--- config.mk ---
export PLATFORM = sky130hd
export DESIGN_NAME = rk_spi_master
export DESIGN_NICKNAME = d
export VERILOG_FILES = /design/src/rtl/rk_spi_master.sv
export SDC_FILE = /design/constraint.sdc
export NUM_CORES = 1
export LEC_CHECK = 0
export ABC_CLOCK_PERIOD_IN_PS = 2300
export BUFFER_PORTS_ARGS = -buffer_cell sky130_fd_sc_hd__clkbuf_2
export CORE_AREA = 2 2 58 101
export CTS_BUF_LIST = sky130_fd_sc_hd__clkbuf_2
export CTS_CLUSTER_SIZE = 20
export DETAILED_ROUTE_END_ITERATION = 8
export DIE_AREA = 0 0 60 103
export GPL_ROUTABILITY_DRIVEN = 0
export HOLD_SLACK_MARGIN = 0.08
export PLACE_DENSITY_LB_ADDON = 0.12
export SYNTH_ARGS = -nofsm -noshare
export SYNTH_HDL_FRONTEND = slang
export SYNTH_SLANG_ARGS = --single-unit
--- constraint.sdc ---
create_clock -name clk -period 2.3 [get_ports clk]
set_input_delay 0.46 -clock clk [delete_from_list [all_inputs] [get_ports clk]]
set_output_delay 0.46 -clock clk [all_outputs]
set_load 0.02 [all_outputs]
--- src/rtl/rk_spi_master.sv ---
// rk_spi_master
// Byte-wide SPI master (mode 0, MSB first) for the Radio-86RK CPU bus.
// A single CPU write to the data register shifts out a whole byte. The
// byte received during that transfer can then be read back.
//
// Ports:
//   clk       system clock
//   reset     synchronous, active-high reset
//   addr      register select: 0 data, 1 status, 2 divider, 3 chip select
//   idata     CPU write data
//   odata     CPU read data, combinational from addr
//   we_n      CPU write strobe, active low. One write per falling edge.
//   rd_n      CPU read strobe, active low. The read takes effect on the rising edge.
//   spi_sclk  serial clock
//   spi_mosi  serial data out, idles high
//   spi_miso  serial data in, sampled directly
//   spi_cs_n  chip selects, active low
//   busy      transfer in progress
//   done      one-clk pulse when a transfer completes
//
// Optional feature: define RK_SPI_AUTOREAD_EN so that a read of addr 0
// while idle also starts a transfer that sends 0xFF.

module rk_spi_master #(
  parameter int NUM_CS    = 1,
  parameter int DIV_W     = 8,
  parameter int RESET_DIV = 63
) (
  input  logic              clk,
  input  logic              reset,
  input  logic [1:0]        addr,
  input  logic [7:0]        idata,
  output logic [7:0]        odata,
  input  logic              we_n,
  input  logic              rd_n,
  output logic              spi_sclk,
  output logic              spi_mosi,
  input  logic              spi_miso,
  output logic [NUM_CS-1:0] spi_cs_n,
  output logic              busy,
  output logic              done
);

  typedef enum logic [1:0] {IDLE, LOW, HIGH} state_t;

  state_t state, state_next;

  logic              we_q, rd_q;
  logic              wr_ev, rd_ev;
  logic              wr_tx, rd_rx;
  logic              idle, start, finish, overrun_set;
  logic              phase_end, last_bit;
  logic [7:0]        tx_load;
  logic [7:0]        rx, shreg;
  logic [DIV_W-1:0]  div, cur_div, hcnt;
  logic [2:0]        bitcnt;
  logic [NUM_CS-1:0] cs;
  logic              overrun, rdy, mosi_q, done_q;

  // Bus events come from edges of the strobes. A write acts on the falling
  // edge. A read acts on the rising edge, so odata stays stable for as long
  // as rd_n is low.
  assign wr_ev = we_q & ~we_n;
  assign rd_ev = ~rd_q & rd_n;
  assign wr_tx = wr_ev && (addr == 2'd0);
  assign rd_rx = rd_ev && (addr == 2'd0);

  assign idle      = (state == IDLE);
  assign phase_end = (hcnt == cur_div);
  assign last_bit  = (bitcnt == 3'd0);
  assign finish    = (state == HIGH) && phase_end && last_bit;

  // A data write while busy is dropped and only flagged.
  assign overrun_set = wr_tx && !idle;

`ifdef RK_SPI_AUTOREAD_EN
  // A read of the data register while idle starts a dummy 0xFF transfer.
  // If a real write arrives in the same clk, the real write wins.
  logic auto_start;
  assign auto_start = rd_rx && idle && !wr_tx;
  assign start      = (wr_tx && idle) || auto_start;
  assign tx_load    = wr_tx ? idata : 8'hFF;
`else
  assign start   = wr_tx && idle;
  assign tx_load = idata;
`endif

  // State register
  always_ff @(posedge clk) begin
    if (reset) state <= IDLE;
    else       state <= state_next;
  end

  // Next-state logic: each SCLK phase lasts cur_div+1 clocks
  always_comb begin
    state_next = state;
    case (state)
      IDLE:    if (start) state_next = LOW;
      LOW:     if (phase_end) state_next = HIGH;
      HIGH:    if (phase_end) state_next = last_bit ? IDLE : LOW;
      default: state_next = IDLE;
    endcase
  end

  // Outputs derived from state. MOSI is forced high whenever the bus is idle.
  always_comb begin
    spi_sclk = (state == HIGH);
    spi_mosi = idle ? 1'b1 : mosi_q;
    busy     = !idle;
    done     = done_q;
    spi_cs_n = ~cs;
  end

  // Register read mux
  always_comb begin
    odata = 8'h00;
    case (addr)
      2'd0: odata = rx;
      2'd1: odata = {5'b00000, rdy, overrun, busy};
      2'd2: odata[DIV_W-1:0] = div;
      2'd3: odata[NUM_CS-1:0] = cs;
      default: odata = 8'h00;
    endcase
  end

  // Registers, flags and the shift datapath.
  // MISO is captured at the clk where SCLK rises. The next MOSI bit is
  // presented at the clk where SCLK falls. Because the shift register moves
  // left, bit 7 is always the next bit to send.
  always_ff @(posedge clk) begin
    if (reset) begin
      we_q    <= 1'b1;
      rd_q    <= 1'b1;
      rx      <= 8'hFF;
      div     <= DIV_W'(RESET_DIV);
      cs      <= '0;
      overrun <= 1'b0;
      rdy     <= 1'b0;
      shreg   <= 8'hFF;
      cur_div <= '0;
      hcnt    <= '0;
      bitcnt  <= 3'd0;
      mosi_q  <= 1'b1;
      done_q  <= 1'b0;
    end else begin
      we_q   <= we_n;
      rd_q   <= rd_n;
      done_q <= finish;

      if (wr_ev && (addr == 2'd1)) cs  <= idata[NUM_CS-1:0];
      if (wr_ev && (addr == 2'd2)) div <= idata[DIV_W-1:0];

      // Setting a flag takes priority over clearing it by a read.
      if (overrun_set)                     overrun <= 1'b1;
      else if (rd_ev && (addr == 2'd1))    overrun <= 1'b0;

      if (finish)                          rdy <= 1'b1;
      else if (start || rd_rx)             rdy <= 1'b0;

      case (state)
        IDLE: begin
          if (start) begin
            shreg   <= tx_load;
            cur_div <= div;
            bitcnt  <= 3'd7;
            hcnt    <= '0;
            mosi_q  <= tx_load[7];
          end
        end
        LOW: begin
          if (phase_end) begin
            hcnt  <= '0;
            shreg <= {shreg[6:0], spi_miso};
          end else begin
            hcnt <= hcnt + 1'b1;
          end
        end
        HIGH: begin
          if (phase_end) begin
            hcnt <= '0;
            if (!last_bit) begin
              bitcnt <= bitcnt - 3'd1;
              mosi_q <= shreg[7];
            end else begin
              rx     <= shreg;
              mosi_q <= 1'b1;
            end
          end else begin
            hcnt <= hcnt + 1'b1;
          end
        end
        default: hcnt <= '0;
      endcase
    end
  end

endmodule

Yosys cells after proc, flatten, opt, wreduce, memory -nomap -nowiden
Index checks and enable logic that the tools add are counted.
{"block": "op_classes", "muxes": 26, "bitwise_logic": 5, "reduce_logical": 25, "n_addsub": 2, "n_eq_ne": 10}
{"operator": "$mux 8", "count": 4}
{"operator": "$pmux 8 s2", "count": 2}
{"operator": "$pmux 7 s3", "count": 1}
{"operator": "$reduce_and 3->1", "count": 4}
{"operator": "$logic_and 1x1->1", "count": 9}
{"operator": "$mux 1", "count": 9}
{"operator": "$mux 3", "count": 3}
{"operator": "$add 8x1->8 const B", "count": 1}
{"operator": "$eq 8x8->1", "count": 1}
{"operator": "$reduce_bool 2->1", "count": 4}
{"operator": "$eq 2x2->1 const B", "count": 3}
{"operator": "$mux 2", "count": 3}
{"operator": "$pmux 2 s3", "count": 1}
{"operator": "$pmux 3 s2", "count": 1}
{"operator": "$eq 2x1->1 const B", "count": 2}
{"operator": "$logic_not 2->1", "count": 2}
{"operator": "$ne 2x1->1 const B", "count": 2}
{"operator": "$ne 2x2->1 const B", "count": 2}
{"operator": "$pmux 1 s4", "count": 1}
{"operator": "$reduce_and 4->1", "count": 1}
{"operator": "$logic_not 3->1", "count": 1}
{"operator": "$not 1->1", "count": 3}
{"operator": "$sub 3x1->3 const B", "count": 1}
{"operator": "$and 1x1->1", "count": 2}
{"operator": "other kinds (5)", "count": 5}
{"block": "word_totals", "in_bits": 15, "register_bits": 52, "elab_cells": 82}

Longest topological paths before layout
{"block": "logic_depth", "word_depth": 7, "depth_mapped": 9, "depth_no_buf": 7}

Least setup slack after synthesis
OpenSTA, ideal clock, no wires.
{"block": "synth_timing", "kind": "input port to output port", "start": "input addr[0]", "end": "output odata[0]", "path_slack_ns": 0.457, "cell_stages": 2, "t_arrival_ns": 1.383, "required_time_ns": 1.840, "path_cell_list": "clkbuf_1 > mux4_2"}
{"block": "synth_between", "elab_chain_cells": 2}
{"item": "from (decl)", "line": "31", "text": "input logic [1:0] addr,"}
{"item": "$eq 2x2->1, or another cell as far along", "line": "117", "text": "case (addr)"}
{"item": "$pmux 1 s4 *", "line": "117"}
{"item": "to (decl)", "line": "33", "text": "output logic [7:0] odata,"}
Mark *: on every way between the ends. The rest lies on a longest branch, timed or not.

Final worst setup path
{"block": "layout_timing", "start": "register state[1]", "end": "output odata[0]"}
{"block": "layout_between", "elab_chain_cells": 3}
{"item": "from (decl)", "line": "46", "text": "state_t state, state_next;"}
{"item": "from (signal assigned)", "line": "91", "text": "else state <= state_next;"}
{"item": "$logic_not 2->1", "line": "68", "text": "assign idle = (state == IDLE);"}
{"item": "$logic_not 1->1", "line": "109", "text": "busy = !idle;"}
{"item": "$pmux 1 s4", "line": "117"}
Every way passes these cells.

==> metrics.md <==
| Metric | Value |
|---|---|
| Outcome | `completed` |
| Top routing layer in use | `met4` |
| DR WL met3 | `182 microns` |
| Comb power frac | `39.8%` |
| Starting Density | `roughly 48%` |
| Clock-pin transition on the worst setup and hold timing paths | `0.27 ns` |
| Seq pwr share | `45.0%` |
| Worst Clk Skew | `0.0357 ns` |
| Hold path depth | `2` |
| Register bit total from synthesis | `52` |
| Setup crit start kind | `register` |
| Synth area leaders | `dfxtp_1, nand2_1, a21oi_1` |
| Switching power share of the total | `41.4%` |
| Final worst-path setup slack | `0.113 ns` |
| Clock share of power | `15.2%` |
| Wire per inst | `~17 microns` |
| Root Buffer | `clkbuf_2` |
| Max-Cap Viols | `0` |
| Hold worst-path end | `rd_q$_SDFF_PP1_` |
| Clk_lat worst skew | `approximately 0.45 ns` |
| Area share of the largest cell type after synthesis | `between 30% and 40%` |
| Vias in the first global route | `2376` |
| RSZ-0062 raised after global routing | `false` |
| Vert. Die Dim | `103 microns` |
| Register area share after synthesis | `39.6%` |
| Die width | `60 microns` |
| Max stage delay on crit path | `0.46 ns` |
| Synthesized area | `2630 sq um` |
| Avg Inst Size Synth | `8.11 sq um` |
| Vias per std cell | `just under 6` |
| H-Tree Depth | `2` |
| Violation count after the first detailed-route iteration | `86` |
| WS Path Type | `reg -> out` |
| Io pins | `28` |
| Synth cell count leaders | `dfxtp_1, nand2_1, a21oi_1` |
| Rel. slew slack | `57.9%` |
| Period minus WS final | `2.19 ns` |
| P_sw | `1.00 mW` |
| # setup viols final | `0` |
| All-layer global routing usage | `approximately 25%` |
| 1st-pass router iterations | `4` |
| Synth-to-Final Area Change | `13.9%` |
| Worst path cell trace | `inv_2, ha_4, inv_2, mux4_2, buf_6` |
| Pin count of the biggest net entering global routing | `23` |
| Number of synthesized flops with an enable pin | `0` |
| Total grt overflow | `0` |
| Leakage | `approximately 1.2 nW` |
| Share of layout cells above drive strength 1 | `20.3%` |
| Endpoint type of the worst setup path | `primary output` |
| Number of port buffers | `27` |
| Rows | `36` |
| Critical path buffers and inverters | `3` |
| Routed met1 length | `slightly below 3 mm` |
| R2R Path End | `rx[2]$_SDFFE_PP1P_` |
| Final-report hold violation count | `0` |
| Crit path max fanout | `5` |
| Async set-or-reset flop fraction in the synthesized netlist | `0%` |
| Data arrival time of the critical path | `1.73 ns` |
| Ys Warns | `0` |
| CTS Sinks | `52` |
| Met2 wire length | `just under 4 mm` |
| Worst R2R Path Depth | `6` |
| RR Startpoint | `hcnt[3]$_SDFFE_PP0P_` |
| Initial antenna violation count | `0` |
| Synthesized instance count | `324` |
| VDD IR max | `0.000416 V` |
| Post-synthesis cell type count | `51` |
| Setup TNS | `0 ns` |
| Largest area contributor in the netlist | `dfxtp_1` |
| Max Freq | `around 460 MHz` |
| Period utilization | `95.1%` |
| Hold path start | `rd_n` |
| Hold_buf cts | `0` |
| Overall routed net length | `7.33 mm` |
| DIE AREA | `a little over 6000 sq um` |
| Main synth FF type | `dfxtp_1` |
| CP delay by family, top | `multiplexers` |
| CP required | `1.84 ns` |
| # diodes | `0` |
| Cell Pwr Density | `807 nW/um^2` |
| Via Count | `2513` |
| Power Internal | `1.42 mW` |
| Max Slew Vio Count | `0` |
| Nets | `between 300 and 400` |
| First-pass GRT wire length | `11.7 mm` |
| Top-count cell post-synth | `dfxtp_1` |
| Clk buf depth | `2` |
| Worst R2R Setup Slack | `roughly 0.17 ns` |
| Core Util, Final | `54.9%` |
| Worst hold margin | `0.213 ns` |
| Post-DRT Antenna Nets | `0` |
| Worst Max-Slew Pin Slew | `0.632 ns` |
| CP most frequent cell | `inv_2` |
| Hold WC Path Type | `in -> reg` |
| DRC viols | `0` |
| Fillers | `about 530` |
| Synth Net Count | `346` |
| CP max-delay cell | `mux4_2` |
| Pre-CTS WS | `0.204 ns` |
| CTS buffer count | `5` |
| Final HPWL DP | `around 5.3 mm` |
| TritonCTS clock tree | `built` |
| Core Area | `5450 sq um` |
[per-layer routing]
metal	global-route usage, %	up-vias
met2	44.9	60
met4	10.1	0
met5	0	-
met1	29.4	1206
li1	-	1226
met3	3.26	21
[through the flow]
stage,total power [mW],area (sq um),std cells
2_1_floorplan,1.69,2630,324
6_report,2.42,2990,436
3_3_place_gp,1.99,2920,427
5_1_grt,2.55,2990,436
3_5_place_dp,1.99,2920,427
4_1_cts,2.37,2960,435
[placed cells by master (no fill, tap or decap), drive strengths merged, types with 2 or more instances in the layout]
cell type	count
nand2	47
nor2b	2
and3	8
or4b	2
xnor2	11
nor4	9
xor2	2
nor3	2
buf	22
a21oi	36
clkinv	2
inv	8
o21ai	14
clkbuf	31
nand3	20
a211oi	2
or2	4
mux2i	7
nor4b	3
a21o	2
dfxtp	52
nand4	22
ha	7
nor2	28
[logic make-up (layout without fill, tap and decap cells)]
family          after synthesis  count (layout)  share of synthesized area, %
buf+inv                      28              64                          4.52
simple gates                154             154                          31.3
mux                           8               8                          3.52
xor+xnor                     13              13                          4.33
fa+ha+maj                     7               7                          3.33
compound gates               62              62                          13.4
flops                        52              52                          39.6
[cell type report]
class / instances / area [sq um] / share of cell area [%]
Clock buffer: 5 / 25.0 / 0.836
Clock inverter: 2 / 12.5 / 0.418
Inverter: 9 / 33.8 / 1.13
Multi-Input combinational cell: 244 / 1480 / 49.5
Sequential cell: 52 / 1050 / 34.9
Tap cell: 76 / 95.1 / 3.18
Timing Repair Buffer: 48 / 299 / 9.99
[what timing repair did]
item | 4_1_cts | 5_1_grt
endpoints found under the setup margin | 1 | 2
pin swaps | 0 | 0
resized for setup | 1 | 9
setup buffers | 1 | 1
endpoints found under the hold margin | 0 | 0
[registers in the layout, summed over array words and instances (netlist names), 2 cells and up]
name,count
rx,8
hcnt,8
shreg,8
state,2
bitcnt,3
div,8
cur_div,8
[worst max-delay path by stage]
| stage | startpoint | endpoint | slack (ns) | cells past startpoint |
|---|---|---|---|---|
| global placement | hcnt[3]$_SDFFE_PP0P_ | rx[2]$_SDFFE_PP1P_ | 0.22 | 6 |
| finish | state[1]$_SDFFE_PP0P_ | odata[0] | 0.11 | 5 |
| floorplan | addr[0] | odata[0] | 0.46 | 2 |
| global route | state[1]$_SDFFE_PP0P_ | odata[0] | 0.05 | 5 |
| detailed placement | hcnt[3]$_SDFFE_PP0P_ | rx[2]$_SDFFE_PP1P_ | 0.20 | 6 |
| CTS | state[1]$_SDFFE_PP0P_ | odata[0] | 0.0009 | 5 |
[power by group through the flow]
stage	logic, mW	clock network, mW	registers [mW]
after floorplan	0.617	0	1.07
after global routing	1.05	0.408	1.10
after detailed placement	0.896	0	1.10
after global placement	0.891	0	1.10
final	0.962	0.366	1.09
after CTS	0.920	0.373	1.08
No activity file was read; power rests on OpenSTA's default activity.
